**config.mk**
```make
export PLATFORM = sky130hd
export DESIGN_NAME = pipe_stage_hs
export DESIGN_NICKNAME = d
export VERILOG_FILES = /design/src/rtl/pipe_pkg.sv /design/src/rtl/pipe_stage_hs_sat_counter.sv /design/src/rtl/pipe_stage_hs.sv
export SDC_FILE = /design/constraint.sdc
export NUM_CORES = 1
export LEC_CHECK = 0
export ABC_AREA = 0
export BUFFER_PORTS_ARGS = -buffer_cell sky130_fd_sc_hd__buf_2
export CAP_MARGIN = 10
export CORE_UTILIZATION = 45
export DETAILED_ROUTE_END_ITERATION = 16
export PLACE_DENSITY = 0.72
export SLEW_MARGIN = 30
export SYNTH_ARGS = -nofsm -noshare
export SYNTH_HDL_FRONTEND = slang
export SYNTH_HIERARCHICAL = 1
export SYNTH_SLANG_ARGS = --single-unit
```
**constraint.sdc**
```tcl
create_clock -name clk_i -period 4.41 [get_ports clk_i]
set_input_delay 0.2205 -clock clk_i [delete_from_list [all_inputs] [get_ports clk_i]]
set_output_delay 0.2205 -clock clk_i [all_outputs]
set_load 0.02 [all_outputs]
```
**src/rtl/pipe_pkg.sv**
```systemverilog
// Shared pipeline types and stage payload widths.
// Imported by every pipeline stage and perf-counter block.
package pipe_pkg;

  typedef enum logic [1:0] {
    EMPTY = 2'd0,
    ONE   = 2'd1,
    TWO   = 2'd2
  } stage_st_e;

  localparam int WB_W  = 2;
  localparam int M_W   = 3;
  localparam int XLEN  = 32;
  localparam int REG_W = 5;

  // WB + M + alu addr + store data + rd
  localparam int EXMEM_W = WB_W + M_W + XLEN + XLEN + REG_W;

endpackage

```
**src/rtl/pipe_stage_hs_sat_counter.sv**
```systemverilog
// Saturating event counter with synchronous clear.
// Shared by the stage stall counter and other perf counters.
module sat_counter #(
  parameter int W = 16
) (
  input  logic         clk_i,
  input  logic         rst_n_i,
  input  logic         inc_i,
  input  logic         clr_i,
  output logic [W-1:0] cnt_o
);

  logic [W-1:0] cnt_q;

  always_ff @(posedge clk_i) begin
    if (!rst_n_i) begin
      cnt_q <= '0;
    end else if (clr_i) begin
      cnt_q <= '0;
    end else if (inc_i && (cnt_q != '1)) begin
      cnt_q <= cnt_q + 1'b1;
    end
  end

  assign cnt_o = cnt_q;

endmodule

```
**src/rtl/pipe_stage_hs.sv**
```systemverilog
// Inter-stage register with valid/ready handshake,
// flush, optional skid entry and stall counter.
module pipe_stage_hs
  import pipe_pkg::*;
#(
  parameter int DATA_W = EXMEM_W,
  parameter int SKID   = 1,
  parameter int CNT_W  = 16
) (
  input  logic              clk_i,
  input  logic              rst_n_i,
  input  logic              flush_i,
  input  logic              valid_i,
  output logic              ready_o,
  input  logic [DATA_W-1:0] data_i,
  output logic              valid_o,
  input  logic              ready_i,
  output logic [DATA_W-1:0] data_o,
  input  logic              stat_clr_i,
  output logic [CNT_W-1:0]  stall_cnt_o
);

  localparam bit SKID_EN = (SKID != 0);

  stage_st_e   state_q, state_d;
  logic [DATA_W-1:0] main_q, main_d;
  logic [DATA_W-1:0] skid_q, skid_d;
  logic        in_fire;
  logic        out_fire;

  assign valid_o  = (state_q != EMPTY);
  assign ready_o  = SKID_EN ? (state_q != TWO)
                            : (!valid_o | ready_i);
  assign data_o   = main_q;
  assign in_fire  = valid_i & ready_o;
  assign out_fire = valid_o & ready_i;

  always_comb begin
    state_d = state_q;
    main_d  = main_q;
    skid_d  = skid_q;
    unique case (state_q)
      EMPTY: begin
        if (in_fire) begin
          state_d = ONE;
          main_d  = data_i;
        end
      end
      ONE: begin
        if (in_fire && (out_fire || !SKID_EN)) begin
          main_d = data_i;
        end else if (in_fire) begin
          state_d = TWO;
          skid_d  = data_i;
        end else if (out_fire) begin
          state_d = EMPTY;
        end
      end
      TWO: begin
        if (out_fire) begin
          state_d = ONE;
          main_d  = skid_q;
        end
      end
      default: state_d = EMPTY;
    endcase
    // squash clears valids only; payload flops keep their contents
    if (flush_i) begin
      state_d = EMPTY;
      main_d  = main_q;
      skid_d  = skid_q;
    end
  end

  always_ff @(posedge clk_i) begin
    if (!rst_n_i) begin
      state_q <= EMPTY;
      main_q  <= '0;
      skid_q  <= '0;
    end else begin
      state_q <= state_d;
      main_q  <= main_d;
      skid_q  <= skid_d;
    end
  end

  sat_counter #(
    .W(CNT_W)
  ) u_stall_cnt (
    .clk_i  (clk_i),
    .rst_n_i(rst_n_i),
    .inc_i  (valid_o & ~ready_i),
    .clr_i  (stat_clr_i),
    .cnt_o  (stall_cnt_o)
  );

endmodule

```
==> metrics.txt <==
mapped cell area=7160 sq um; drt first pass iters=5; ANT nets after route=0; kind of cell adding the most delay to the critical path=simple AND/OR/NAND/NOR gates; Tcrit/Tclk final=0.495; multiplexer area fraction after synthesis=0.105; final setup violation count=0; CTS buffer count=17; register area share after synthesis=0.464; via/cell ratio=between 5 and 6; Post-Syn Nets=859; total congestion overflow=0; routability cong.=approximately 0.76; Max Clk Rate=0.458 GHz; Layout area overhead=20.0%; Critical-path top delay cell=dfxtp_1; PwrDens=389 nW/um^2; DP Cell Count=1096; layout cells sized above 1=0.266; main combinational cell family by area after synthesis=simple AND/OR/NAND/NOR gates; Max VDD drop=0.265 mV; top cells by area, synth=dfxtp_1 (46%), mux2i_1 (10%), nand2_1 (8.1%); gr usage total=0.224; RSZ-0062 raised after global routing=false; Comb power frac=0.091; Pins Over Slew Limit=0; Cell Int Power=roughly 2.5 mW; Sw Share=0.245; crit path max fanout=9; CP Data Required Time=~4800 ps; initial drt markers=412; adder-cell share of the synthesized area=0.00175; clock group share of total power=0.441; Worst Clk Skew=8.00 ps; Setup TNS Final=0 ps; row count=45; first-pass GRT wire length=29.2 mm; Clock transition at path regs=60 ps; cts repair resizes=0; Max Cap Viol=0; Crit Path Class=flip-flop to flip-flop; H-tree levels=4; Synth Area in Simple Gates=0.194; Die X=roughly 130 microns; Synth Area per Inst=between 9 and 10 sq um; Power, Total=approximately 3.3 mW; Critical Path AT=2530 ps; top_reg_cell synth=dfxtp_1; Vias=6319; Synth warnings=6; Tightest Pin Transition=887 ps; io pins=172; core area=15400 sq um; Buffers on Ports=171; antenna cells=0; Post-CTS Setup Bufs=0; drt wl/cell=approximately 16 microns; root buf cell=clkbuf_16; run status=finished, final reports clean; largest net degree at the start of global routing=83; critical path startpoint category=flip-flop; CP max stage delay=480 ps; CP Cell Sequence=or2_2 -> nor2b_1 -> and4_2 -> nand3_4 -> or4_1 -> a21oi_1; LEAKAGE=3.88 nW; area leader, netlist=dfxtp_1; CTS tree=built; Rel. slew slack=0.409; cell with the most instances after synthesis=dfxtp_1; number of global-route vias before repair=around 5700; top cells by count, synth=dfxtp_1 (166), nand2_1 (155), a21oi_1 (80); die height=around 130 microns; endpoint class of the critical path=flip-flop; post-layout net count=between 900 and 1000; Post-Syn Instances=778; Post-synth EDFFs=0; Synth top area share=0.464; hpwl dp=between 10 and 15 mm; CTS Sinks=166; minimum clock period=between 2000 and 2500 ps; Final Hold Vio Count=0; Routed WL=18.1 mm; Layout Cells excl Fill=roughly 1100; DRC Markers=0; antenna violations before repair=1; latest clock arrival within the worst-skew pair=420 ps; clk buf depth=2; starting density of the core=0.466; CTS Hold Bufs=0; ys async rst share=0; Net Sw Power=820 uW; area share of xor/xnor cells in the synthesized design=0.00489; Worst Path Buf+Inv=0; Sequential Power Share=0.467; Reg2Reg Setup Slack=2230 ps; Distinct cells, synth=51; die area=16400 sq um; Yosys reg bits=166; compound-cell area share of the yosys netlist=0.173; type of the most critical hold path=input pin to flip-flop
-- worst paths after layout --
kind | endpoint | cells past startpoint | start
max reg2reg | u_stall_cnt/cnt_o[9]$_SDFFE_PP0P_ | 6 | state_q[1]$_SDFFE_PP0P_
min | state_q[1]$_SDFFE_PP0P_ | 2 | ready_i
max | u_stall_cnt/cnt_o[9]$_SDFFE_PP0P_ | 6 | state_q[1]$_SDFFE_PP0P_
min reg2reg | skid_q[9]$_SDFFE_PN0P_ | 2 | skid_q[9]$_SDFFE_PN0P_
-- kinds of logic (layout without fill, tap and decap cells) --
| family | after synthesis | count (layout) |
|---|---|---|
| AND/OR/NAND/NOR | 279 | 279 |
| XOR/XNOR | 4 | 4 |
| buffers and inverters | 78 | 217 |
| multiplexers | 75 | 75 |
| adder cells (fa/ha/maj) | 1 | 1 |
| flip-flops | 166 | 166 |
| AO/OA/AOI/OAI | 175 | 175 |
-- flip-flops by register name, indices dropped and copies added (netlist names) --
signal and cells:
data_o 74, skid_q 74, state_q 2, u_stall_cnt/cnt_o 16
-- power by group through the flow --
stage                     Combinational [mW]  Sequential (mW)  Clock [mW]
after CTS                              0.307             1.56        1.50
after global routing                   0.330             1.57        1.57
after floorplan                        0.152             1.64           0
after global placement                 0.303             1.60           0
final                                  0.306             1.56        1.48
after detailed placement               0.305             1.60           0
-- routing by layer --
metal  track usage  wire, microns  vias to the layer above
met5             0              8                        -
met4         0.104            385                        2
met3        0.0505           1010                       31
met2         0.347           8450                      177
met1         0.295           8250                     3019
li1              -              -                     3090
-- per-stage QoR --
step / util / cell area, sq um / worst slack, ps / hold WS (ps)
5_1_grt: 0.559 / 8600 / 2040 / 39.7
3_3_place_gp: 0.519 / 7980 / 2080 / 441
3_5_place_dp: 0.521 / 8000 / 2140 / 446
4_1_cts: 0.559 / 8600 / 2240 / 26.3
2_1_floorplan: - / 7160 / 2520 / 305
6_report: 0.559 / 8600 / 2230 / 42.0
-- layout by cell type, fill, tap and decap left out, drive strengths merged, types with 2 or more instances in the layout --
| cell type | count |
|---|---|
| o41ai | 3 |
| nor3 | 4 |
| nand2b | 5 |
| dfxtp | 166 |
| a21oi | 80 |
| nand2 | 155 |
| buf | 182 |
| and4 | 3 |
| clkbuf | 20 |
| nor2b | 3 |
| nand3 | 5 |
| nand4 | 4 |
| mux2i | 75 |
| nor4 | 77 |
| nor2 | 10 |
| o31ai | 2 |
| or2 | 2 |
| xor2 | 3 |
| or4 | 2 |
| o21ai | 4 |
| inv | 3 |
| bufinv | 2 |
| o311ai | 3 |
| a31o | 74 |
| clkinv | 6 |
| o21a | 2 |
| or3 | 3 |
| and2 | 3 |
| clkinvlp | 4 |
-- area by class of cell --
cell class / count / area [sq um]
Clock buffer: 20 / 467
Clock inverter: 12 / 128
Fill cell: 1425 / 6770
Inverter: 3 / 13.8
Multi-Input combinational cell: 534 / 3450
Sequential cell: 166 / 3320
Tap cell: 211 / 264
Timing Repair Buffer: 182 / 951
(Power assumes the default switching activity.)
